===== src/rtl/um_pkt_arbiter.sv =====
// um_pkt_arbiter: packet-granular 2:1 arbiter for the 134-bit UM packet bus.
// src0 carries forwarded data, src1 carries local reports/beacons. Grants change
// only at packet boundaries. A watchdog closes stalled packets with a discard tail.
// Build option: define UMARB_STRICT_PRIO_EN to make src1 win every tie
// (default build: round-robin).
module um_pkt_arbiter #(
    parameter int TIMEOUT = 256,
    parameter int CNT_W   = 32
) (
    input  logic             clk,
    input  logic             rst_n,
    input  logic             s0_req,
    output logic             s0_gnt,
    input  logic             s0_data_wr,
    input  logic [133:0]     s0_data,
    input  logic             s0_data_valid,
    input  logic             s0_data_valid_wr,
    input  logic             s1_req,
    output logic             s1_gnt,
    input  logic             s1_data_wr,
    input  logic [133:0]     s1_data,
    input  logic             s1_data_valid,
    input  logic             s1_data_valid_wr,
    input  logic             out_ready,
    output logic             out_data_wr,
    output logic [133:0]     out_data,
    output logic             out_data_valid,
    output logic             out_data_valid_wr,
    output logic [CNT_W-1:0] pkt_cnt0,
    output logic [CNT_W-1:0] pkt_cnt1,
    output logic [CNT_W-1:0] abort_cnt
);

    localparam int IDLE_W = $clog2(TIMEOUT + 1);

    typedef enum logic [1:0] {ST_IDLE, ST_GNT0, ST_GNT1, ST_ABORT} state_t;

    state_t             state_q, state_d;
    logic               last_q, last_d;           // source that finished the previous packet
    logic               owner_q, owner_d;         // source holding the current grant
    logic               head_seen_q, head_seen_d; // a head word has been forwarded
    logic [IDLE_W-1:0]  idle_cnt_q, idle_cnt_d;
    logic               s0_gnt_q, s0_gnt_d;
    logic               s1_gnt_q, s1_gnt_d;
    logic               out_wr_q, out_wr_d;
    logic [133:0]       out_data_q, out_data_d;
    logic               out_valid_q, out_valid_d;
    logic               out_valid_wr_q, out_valid_wr_d;
    logic [CNT_W-1:0]   pkt_cnt0_q, pkt_cnt0_d;
    logic [CNT_W-1:0]   pkt_cnt1_q, pkt_cnt1_d;
    logic [CNT_W-1:0]   abort_cnt_q, abort_cnt_d;

    // Granted-source view of the bus
    logic         g_wr;
    logic [133:0] g_data;
    logic         g_valid;
    logic         g_valid_wr;
    logic         winner;

    assign g_wr       = owner_q ? s1_data_wr       : s0_data_wr;
    assign g_data     = owner_q ? s1_data          : s0_data;
    assign g_valid    = owner_q ? s1_data_valid    : s0_data_valid;
    assign g_valid_wr = owner_q ? s1_data_valid_wr : s0_data_valid_wr;

`ifdef UMARB_STRICT_PRIO_EN
    assign winner = s1_req;
`else
    assign winner = (s0_req && s1_req) ? ~last_q : s1_req;
`endif

    // Next-state and next-output computation for the arbiter FSM
    always_comb begin
        // NOTE: every _d starts from a default so no path leaves a value unassigned,
        // which would otherwise infer a latch.
        state_d        = state_q;
        last_d         = last_q;
        owner_d        = owner_q;
        head_seen_d    = head_seen_q;
        idle_cnt_d     = idle_cnt_q;
        s0_gnt_d       = s0_gnt_q;
        s1_gnt_d       = s1_gnt_q;
        out_wr_d       = 1'b0;
        out_data_d     = out_data_q;
        out_valid_d    = out_valid_q;
        out_valid_wr_d = 1'b0;
        pkt_cnt0_d     = pkt_cnt0_q;
        pkt_cnt1_d     = pkt_cnt1_q;
        abort_cnt_d    = abort_cnt_q;

        case (state_q)
            ST_IDLE: begin
                if (out_ready && (s0_req || s1_req)) begin
                    owner_d     = winner;
                    state_d     = winner ? ST_GNT1 : ST_GNT0;
                    s0_gnt_d    = ~winner;
                    s1_gnt_d    = winner;
                    idle_cnt_d  = '0;
                    head_seen_d = 1'b0;
                end
            end
            ST_GNT0, ST_GNT1: begin
                out_wr_d       = g_wr;
                out_data_d     = g_data;
                out_valid_d    = g_valid;
                out_valid_wr_d = g_valid_wr;
                if (g_wr) begin
                    idle_cnt_d = '0;
                    if (g_data[133:132] == 2'b10) begin
                        s0_gnt_d = 1'b0;
                        s1_gnt_d = 1'b0;
                        last_d   = owner_q;
                        state_d  = ST_IDLE;
                        if (owner_q) pkt_cnt1_d = pkt_cnt1_q + CNT_W'(1);
                        else         pkt_cnt0_d = pkt_cnt0_q + CNT_W'(1);
                    end else if (g_data[133:132] == 2'b01) begin
                        head_seen_d = 1'b1;
                    end
                end else if (idle_cnt_q == IDLE_W'(TIMEOUT - 1)) begin
                    s0_gnt_d = 1'b0;
                    s1_gnt_d = 1'b0;
                    state_d  = ST_ABORT;
                end else begin
                    idle_cnt_d = idle_cnt_q + IDLE_W'(1);
                end
            end
            ST_ABORT: begin
                // A started packet is closed with an invalid tail so downstream discards it
                if (head_seen_q) begin
                    out_wr_d       = 1'b1;
                    out_data_d     = {2'b10, 132'b0};
                    out_valid_d    = 1'b0;
                    out_valid_wr_d = 1'b1;
                    last_d         = owner_q;
                end
                abort_cnt_d = abort_cnt_q + CNT_W'(1);
                state_d     = ST_IDLE;
            end
            default: state_d = ST_IDLE;
        endcase
    end

    // State and registered-output flops
    always_ff @(posedge clk or negedge rst_n) begin
        // NOTE: all control and datapath flops take the async reset so outputs read
        // 0 the moment rst_n falls, with no partially sent word left on the bus.
        if (!rst_n) begin
            state_q        <= ST_IDLE;
            last_q         <= 1'b1;
            owner_q        <= 1'b0;
            head_seen_q    <= 1'b0;
            idle_cnt_q     <= '0;
            s0_gnt_q       <= 1'b0;
            s1_gnt_q       <= 1'b0;
            out_wr_q       <= 1'b0;
            out_data_q     <= '0;
            out_valid_q    <= 1'b0;
            out_valid_wr_q <= 1'b0;
            pkt_cnt0_q     <= '0;
            pkt_cnt1_q     <= '0;
            abort_cnt_q    <= '0;
        end else begin
            // NOTE: non-blocking assignments make every flop sample the pre-edge
            // values, independent of statement order.
            state_q        <= state_d;
            last_q         <= last_d;
            owner_q        <= owner_d;
            head_seen_q    <= head_seen_d;
            idle_cnt_q     <= idle_cnt_d;
            s0_gnt_q       <= s0_gnt_d;
            s1_gnt_q       <= s1_gnt_d;
            out_wr_q       <= out_wr_d;
            out_data_q     <= out_data_d;
            out_valid_q    <= out_valid_d;
            out_valid_wr_q <= out_valid_wr_d;
            pkt_cnt0_q     <= pkt_cnt0_d;
            pkt_cnt1_q     <= pkt_cnt1_d;
            abort_cnt_q    <= abort_cnt_d;
        end
    end

    assign s0_gnt            = s0_gnt_q;
    assign s1_gnt            = s1_gnt_q;
    assign out_data_wr       = out_wr_q;
    assign out_data          = out_data_q;
    assign out_data_valid    = out_valid_q;
    assign out_data_valid_wr = out_valid_wr_q;
    assign pkt_cnt0          = pkt_cnt0_q;
    assign pkt_cnt1          = pkt_cnt1_q;
    assign abort_cnt         = abort_cnt_q;

endmodule


===== config.mk =====
export PLATFORM = sky130hd
export DESIGN_NAME = um_pkt_arbiter
export DESIGN_NICKNAME = d
export VERILOG_FILES = /design/src/rtl/um_pkt_arbiter.sv
export SDC_FILE = /design/constraint.sdc
export NUM_CORES = 1
export LEC_CHECK = 0
export ABC_AREA = 1
export CORE_AREA = 10 10 194 196
export CTS_CLUSTER_DIAMETER = 100
export CTS_CLUSTER_SIZE = 40
export DETAILED_ROUTE_END_ITERATION = 8
export DIE_AREA = 0 0 204 206
export DONT_BUFFER_PORTS = 1
export PLACE_DENSITY = 0.55
export SLEW_MARGIN = 20
export SYNTH_ARGS = -nofsm -noshare
export SYNTH_HDL_FRONTEND = slang
export SYNTH_SLANG_ARGS = --single-unit

===== constraint.sdc =====
create_clock -name clk -period 1.85 [get_ports clk]
set_input_delay 0.37 -clock clk [delete_from_list [all_inputs] [get_ports clk]]
set_output_delay 0.37 -clock clk [all_outputs]
set_load 0.005 [all_outputs]

## Yosys cells after proc, flatten, opt, wreduce, memory -nomap -nowiden

Index checks and enable logic that the tools add are counted.

| operators by class | value |
|---|---|
| add/sub/neg operators | 4 |
| equality and inequality tests | 15 |
| mux-type cells | 38 |
| bitwise gates (word level) | 3 |
| reduce and logical (&&, ||, !) cells | 16 |

Operators with widths:

| kind | number |
|---|---|
| $mux 134 | 2 |
| $pmux 134 s2 | 1 |
| $add 32x1->32 const B | 3 |
| $mux 9 | 3 |
| $mux 1 | 18 |
| $pmux 9 s2 | 1 |
| $reduce_and 4->1 | 4 |
| $pmux 1 s2 | 7 |
| $ne 2x2->1 const B | 6 |
| $mux 2 | 5 |
| $add 9x1->9 const B | 1 |
| $eq 9x8->1 const B | 1 |
| $ne 3x3->1 const B | 3 |
| $eq 2x2->1 const B | 3 |
| $pmux 2 s3 | 1 |
| $reduce_and 3->1 | 2 |
| $reduce_and 5->1 | 1 |
| $eq 2x1->1 const B | 2 |
| $reduce_and 2->1 | 2 |
| $reduce_bool 2->1 | 2 |
| $not 1->1 | 3 |
| $logic_and 1x1->1 | 2 |
| $logic_not 2->1 | 1 |
| $reduce_or 2->1 | 1 |
| $logic_or 1x1->1 | 1 |

| storage, ports and cells | value |
|---|---|
| flip-flop bits (word level) | 249 |
| input bits | 279 |
| output and inout port bits | 235 |
| logic and storage cells | 90 |

## Depth between registers and ports, before layout

Gate-level depths: netlist (run 1).

| depth | value |
|---|---|
| depth in word-level cells | 6 |
| depth in mapped cells | 12 |
| mapped depth without buffers | 12 |

## Worst setup path after synthesis (run 1)

Ideal clock, no wire load.

| timing | value |
|---|---|
| kind | reg2reg |
| from | register state_q[0] |
| to | register idle_cnt_q[7] |
| library setup time | 125 ps |
| arrival time | 1,604 ps |
| data required time | 1,725 ps |
| setup slack | 121 ps |
| stages on the path, launching flop included | 12 |
| path buffers | 1 |
| cell sequence | dfrtp_1 -> inv_1 -> ha_1 -> buf_4 -> inv_2 -> or2_2 -> nand2_2 -> nand2_4 -> inv_2 -> nand3_1 -> nand2_1 -> nor2_1 |

| on the way | value |
|---|---|
| cells in the longest elaborated chain, start to end | 4 |

RTL lines:

| item | RTL line | RTL |
|---|---|---|
| start, declared | 38 | `state_t state_q, state_d;` |
| start signal, assigned | 164 | `state_q <= state_d;` |
| $eq 2x1->1 / $eq 2x2->1 (equally long branches) | 90 | `case (state_q)` |
| $reduce_or 2->1 | 90 |  |
| $ne 3x3->1 (no source line) / $reduce_bool 2->1 (equally long branches) | - |  |
| $reduce_and 3->1 (no source line) | - |  |
| end signal, assigned | 168 | `idle_cnt_q <= idle_cnt_d;` |
| end, declared | 42 | `logic [IDLE_W-1:0] idle_cnt_q, idle_cnt_d;` |

Several ways; a longest one is shown, not always the timed one.
A chain may end at the register's enable or synchronous reset.

## Final worst setup path (run 1)

| timing | value |
|---|---|
| from | register idle_cnt_q[0] |
| to | register idle_cnt_q[3] |

| on the way | value |
|---|---|
| cells in the longest elaborated chain, start to end | 4 |

RTL lines:

| item | RTL line | RTL |
|---|---|---|
| $add 9x1->9 | 123 | `idle_cnt_d = idle_cnt_q + IDLE_W'(1);` |
| $mux 9 | 118 | `end else if (idle_cnt_q == IDLE_W'(TIMEOUT - 1)) begin` |
| $mux 9 | 106 | `if (g_wr) begin` |
| $pmux 9 s2 | 90 |  |

Several ways; a longest one is shown, not always the timed one. The select of a mux whose other input is x is not followed.

==> flow_metrics.tcl, run 1 <==
set metrics [dict create \
    period_share_pct 98.0 \
    wl_per_cell_um 23.0 \
    critical_path_class "reg -> reg" \
    dieHeight_um 206 \
    endpoint "idle_cnt_q[3]" \
    vdd_drop_max_uv 715 \
    cts_tree "yes" \
    synth_cells 1568 \
    placed_cells 1994 \
    placed_area_mm2 0.0136 \
    p_leak_nw 6.50 \
    initial_utilization_pct 37.6 \
    grt_overflow_total 0 \
    fmax_ghz 0.552 \
    rrSetupSlack_ns 0.04 \
    maxCapViolations 0 \
    fin_skew_ns 0.0297 \
    final.setup.worst_slack_ns 0.0371 \
    syn_to_final_growth_pct 14.1 \
    nets 1880 \
    stdcell_count 2068 \
    ff_latch_area_mm2 0.00624 \
    place_congestion 0.898 \
    multi_input_area_mm2 0.00593 \
    power-per-cell-area_mw_per_mm2 1440 \
    die_area_mm2 0.0420 \
    clock_latency_ns 0.51 \
    hold_buffers 32 \
    antenna_found_initial 12 \
    pre_cts_ws_ns -0.0713 \
    fin_area_mm2 0.0146 \
    ys_ff_latch 249 \
    relSlewSlack_pct 44.9 \
    ant_nets 0 \
    cp-end-kind "flip-flop" \
    grt_pass1_vias 11213 \
    final_cell_mix "nor2_1, nand2_1, dfrtp_1" \
    violations "negative hold slack" \
    netlist_area_mm2 0.0128 \
    cp-start-kind "flip-flop" \
    syn_nets 1855 \
    fillers 3396 \
    synth_sequential_area_ratio_pct 48.8 \
    firstDrtPassIters 5 \
    wl_um 47700 \
    root_buffer "clkbuf_16" \
    cts.sinks 249 \
    r2r-end "idle_cnt_q[3]" \
    worst_pin_slew_ns 0.826 \
    h-tree-depth 1 \
    drive_gt1_share_pct 8.93 \
    cp_max_fo 6 \
    timing_hold_violations_final 249 \
    hpwl_um 35800 \
    required_ns 2.25 \
    drc 0 \
    drt_iter0_drc 805 \
    final_common_cell "nor2_1" \
    status "complete, but fails checks" \
    grt_pass1_wl_um 70300 \
    track_usage_pct 21.4 \
    yosysWarnings 0 \
    cts_made_buffers 14 \
    num_rows 68 \
    hold_path.class "in -> async" \
    ff2ff_path_depth 11 \
    cp.arrival_ns 2.21 \
    whs_ns -0.446 \
    post-route-min-period_ns 1.81 \
    setup_viol 0 \
    vias 11316 \
    fp.dieW_um 204 \
    p_total_mw 20.9 \
    maxSlewViolCount 0 \
    grt_max_degree 250 \
    cts_buffer_depth 3 \
    port_buffers 0 \
    r2r-start "idle_cnt_q[0]" \
    coreArea_mm2 0.0339 \
    ios 514 \
    avgSynthCellArea_um2 8.15 \
    crit_start "idle_cnt_q[0]" \
    synth_cell_types 36 \
    clk_pin_slew_ns 0.12 \
    rsz0062_at_grt "true" \
    viasPerCell 5.47 \
]
[cells in the mapped netlist]
| master | count | share of area (%) |
|---|---|---|
| nor2_1 | 357 | 10 |
| nand2_2 | 2 | 0.098 |
| nor2_2 | 11 | 0.54 |
| o31ai_1 | 133 | 7.8 |
| clkbuf_1 | 41 | 1.2 |
| nand3b_1 | 24 | 1.4 |
| dfrtp_1 | 248 | 49 |
| nand3_4 | 1 | 0.14 |
| o21ai_1 | 2 | 0.078 |
| ha_1 | 8 | 0.78 |
| a22oi_1 | 1 | 0.059 |
| nor4_1 | 1 | 0.049 |
| o21ai_0 | 151 | 5.9 |
| nand3_1 | 60 | 2.4 |
| buf_1 | 9 | 0.26 |
| and3_1 | 2 | 0.098 |
| inv_2 | 5 | 0.15 |
| dfstp_2 | 1 | 0.21 |
| buf_6 | 3 | 0.26 |
| o21bai_1 | 2 | 0.12 |
| o22ai_1 | 2 | 0.098 |
| nor3_2 | 1 | 0.078 |
| nand2_1 | 274 | 8.1 |
| buf_2 | 23 | 0.90 |
| nand4_4 | 2 | 0.33 |
| xnor2_1 | 20 | 1.4 |
| buf_4 | 6 | 0.35 |
| inv_1 | 87 | 2.6 |
| nor3_1 | 14 | 0.55 |
| nand2_4 | 5 | 0.44 |
| or2_2 | 2 | 0.098 |
| nand4_1 | 21 | 1.0 |
| nor2_8 | 3 | 0.47 |
| xor2_1 | 35 | 2.4 |
| nor2_4 | 5 | 0.44 |
| a21oi_1 | 6 | 0.24 |
[repair_timing]
action / 4_1_cts / 5_1_grt
resized for setup: 3 / 31
endpoints found under the hold margin: 278 / 249
setup buffers: 1 / 5
pin swaps: 1 / 15
endpoints found under the setup margin: 10 / 124
[power breakdown]
group / total [mW] / leakage [nW] / internal [mW] / switching, mW
Combinational: 7.91 / 3.08 / 3.03 / 4.88
Sequential: 9.16 / 3.18 / 7.23 / 1.93
Clock: 3.84 / 0.243 / 1.64 / 2.20
[how the worst min path moves through the flow]
stage / start / to / slack [ns] / depth (start not counted)
after global routing: rst_n / idle_cnt_q[0] / -0.48 / 0
after global placement: rst_n / abort_cnt[22] / 0.08 / 0
after detailed placement: rst_n / abort_cnt[22] / 0.08 / 0
after floorplan: rst_n / abort_cnt[0] / 0.07 / 0
after CTS: rst_n / out_data[100] / -0.49 / 0
final: rst_n / abort_cnt[7] / -0.45 / 0
[layout make-up]
type / count / area share (%)
clock inverter: 9 / 0.816
clock buffer: 15 / 2.58
antenna: 12 / 0.206
inverter: 92 / 2.44
multi-input combinational: 1145 / 40.7
tap: 455 / 3.91
sequential: 249 / 42.8
timing repair buffer: 91 / 6.58
[layer usage]
layer	GRT usage, %	share of wire (%)
met1	24.2	37
met2	36.1	50
met3	7.77	9.9
met4	8.60	3.2
met5	0	0
[logic make-up after synthesis]
group                      after synthesis  synth area share, %
xor gates and xnor gates                55                 3.77
adders and majority gates                8                0.784
and+or+nand+nor                        785                 26.7
AOI/OAI and AO/OA                      297                 14.3
buffers and inverters                  174                 5.69
DFF                                    249                 48.8
[sequential cells by signal, summed over array words and instances (netlist names)]
signal	flops
out_data_valid_wr	1
state_q	2
out_data_wr	1
abort_cnt	32
s0_gnt	1
last_q	1
idle_cnt_q	9
out_data_valid	1
head_seen_q	1
pkt_cnt0	32
s1_gnt	1
pkt_cnt1	32
owner_q	1
out_data	134
[worst max-delay path, stage by stage (launching register included)]
cell and delay (ns):
dfrtp_1 0.37, ha_2 0.19, nand3_2 0.09, nor2_2 0.13, nand2_1 0.08, nor2_1 0.12, ha_2 0.19, nand4_1 0.17
nand2_4 0.15, inv_4 0.06, nand3_1 0.08, nand2_1 0.06
[per-stage QoR]
stage	TNS (ns)	utilization, %
finish	0	42.9
global route	-1.03	42.9
CTS	0	42.4
detailed placement	-0.100	39.9
global placement	0	39.9
floorplan	0	-
Power figures use the tool's default switching activity.
==> run 2: changes to the inputs <==
- SETUP_SLACK_MARGIN: unset -> 0.5
- TNS_END_PERCENT: unset -> 20
==> flow_metrics.tcl, run 2 (same netlist as run 1, synthesis figures left out) <==
set metrics [dict create \
    status "complete, but fails checks" \
    violations "negative hold slack" \
    firstDrtPassIters 5 \
    timing_hold_violations_final 249 \
    p_leak_nw 8.21 \
    pre_cts_ws_ns -0.0135 \
    port_buffers 0 \
    setup_viol 0 \
    coreArea_mm2 0.0339 \
    fmax_ghz 0.545 \
    grt-busiest-layer "met2" \
    post-route-min-period_ns 1.83 \
    viasPerCell 5.60 \
    cp.arrival_ns 2.27 \
    syn_to_final_growth_pct 50.9 \
    ant_nets 0 \
    cts_buffer_depth 3 \
    final.setup.worst_slack_ns 0.0151 \
    clk_pin_slew_ns 0.13 \
    worst_pin_slew_ns 0.537 \
    crit_start "state_q[0]" \
    hold_buffers 62 \
    cp-end-kind "flip-flop" \
    power-per-cell-area_mw_per_mm2 1610 \
    ios 514 \
    drive_gt1_share_pct 32.2 \
    rsz0062_at_grt "true" \
    cts_tree "yes" \
    grt_pass1_vias 12110 \
    required_ns 2.28 \
    cp_max_fo 6 \
    root_buffer "clkbuf_16" \
    grt_pass1_wl_um 77800 \
    clock_latency_ns 0.54 \
    cp-start-kind "flip-flop" \
    vdd_drop_max_uv 982 \
    hold_path.class "in -> async" \
    grt_overflow_total 0 \
    fin_skew_ns 0.0255 \
    place_congestion 0.943 \
    antenna_found_initial 9 \
    drt_iter0_drc 767 \
    grt_max_degree 250 \
    p_total_mw 31.1 \
    nets 2014 \
    use_met2_pct 40.5 \
    whs_ns -0.479 \
    cts.sinks 249 \
    wl_um 55700 \
    fp.dieW_um 204 \
    drc 0 \
    r2r-start "state_q[0]" \
    dieHeight_um 206 \
    final_cell_mix "nor2_1, dfrtp_1, nand2_1" \
    period_share_pct 99.2 \
    final_common_cell "nor2_1" \
    critical_path_class "reg -> reg" \
    vias 12298 \
    cts_made_buffers 14 \
    die_area_mm2 0.0420 \
    initial_utilization_pct 37.6 \
    largest_reg_flops 134 \
    maxCapViolations 0 \
    wl_per_cell_um 25.3 \
    track_usage_pct 23.9 \
    met1_usage_pct 28.5 \
    maxSlewViolCount 0 \
    num_rows 68 \
    grt_use_met3_pct 7.35 \
    relSlewSlack_pct 64.2 \
    h-tree-depth 1 \
    post-route-util_pct 56.8 \
    hpwl_um 35100 \
]
run 2: cell types whose count changed in the layout (fill, tap and decap cells not counted), moves of 28 or more:
cell / delta
nand2_2: +28
o31ai_2: +36
o31ai_4: +72
o21ai_2: +53
dlygate4sd3_1: +30
o21ai_0: -123
o21ai_4: +55
o31ai_1: -108
nand2_1: -42
run 2: area by class of cell:
type	count	area, µm²
diodes	8	20.0
clock buffers	16	379
clock inverters	8	161
fillers	2838	14700
inverters	92	383
multi-input cells	1147	8510
flip-flops and latches	249	6240
well taps	455	569
repair buffers	223	3030
run 2: timing repair:
item	in CTS	in global routing
setup endpoints to repair	386	436
resized for setup	127	573
pin swaps	21	158
setup buffers	58	19
cloned	20	9
endpoints found under the hold margin	293	249
run 2: path summary, 6_finish.rpt:
path	cells past startpoint	slack [ns]	endpoint
worst max-delay path	11	0.02	abort_cnt[27]
max in group asynchronous	0	1.85	out_data[13]
worst min-delay path	0	-0.48	abort_cnt[28]
worst min register to register	2	0.48	last_q
min in group clk	2	0.01	out_data[36]
worst max register to register	11	0.02	abort_cnt[27]
run 2: worst max-delay path, stage by stage, from the launching register on:
cell,delay (ns)
dfrtp_1,0.41
buf_6,0.13
ha_4,0.17
inv_8,0.04
buf_12,0.13
buf_12,0.12
nor2_4,0.12
nand3_2,0.11
nor2_4,0.20
nand2_2,0.10
o21bai_1,0.15
nand2_1,0.07
run 2: where the power goes:
part	switching, mW	total, mW	internal [mW]
logic	9.17	17.4	8.19
registers	2.47	9.70	7.23
clock network	2.26	4.07	1.80
total	13.9	31.1	17.2
run 2: per-stage QoR:
stage,instances,setup TNS [ns],cell area [µm²]
final,2198,0,19300
after global routing,2198,-0.530,19300
after CTS,2162,0,16500
after detailed placement,1998,-0.0580,13800
after global placement,1998,0,13800
after floorplan,1568,0,13000
run 2: per-layer routing:
layer	share of wire [%]	wire length, µm
met1	37	20900
met2	50	28000
met3	8.9	4960
met4	3.3	1870
met5	0.036	20
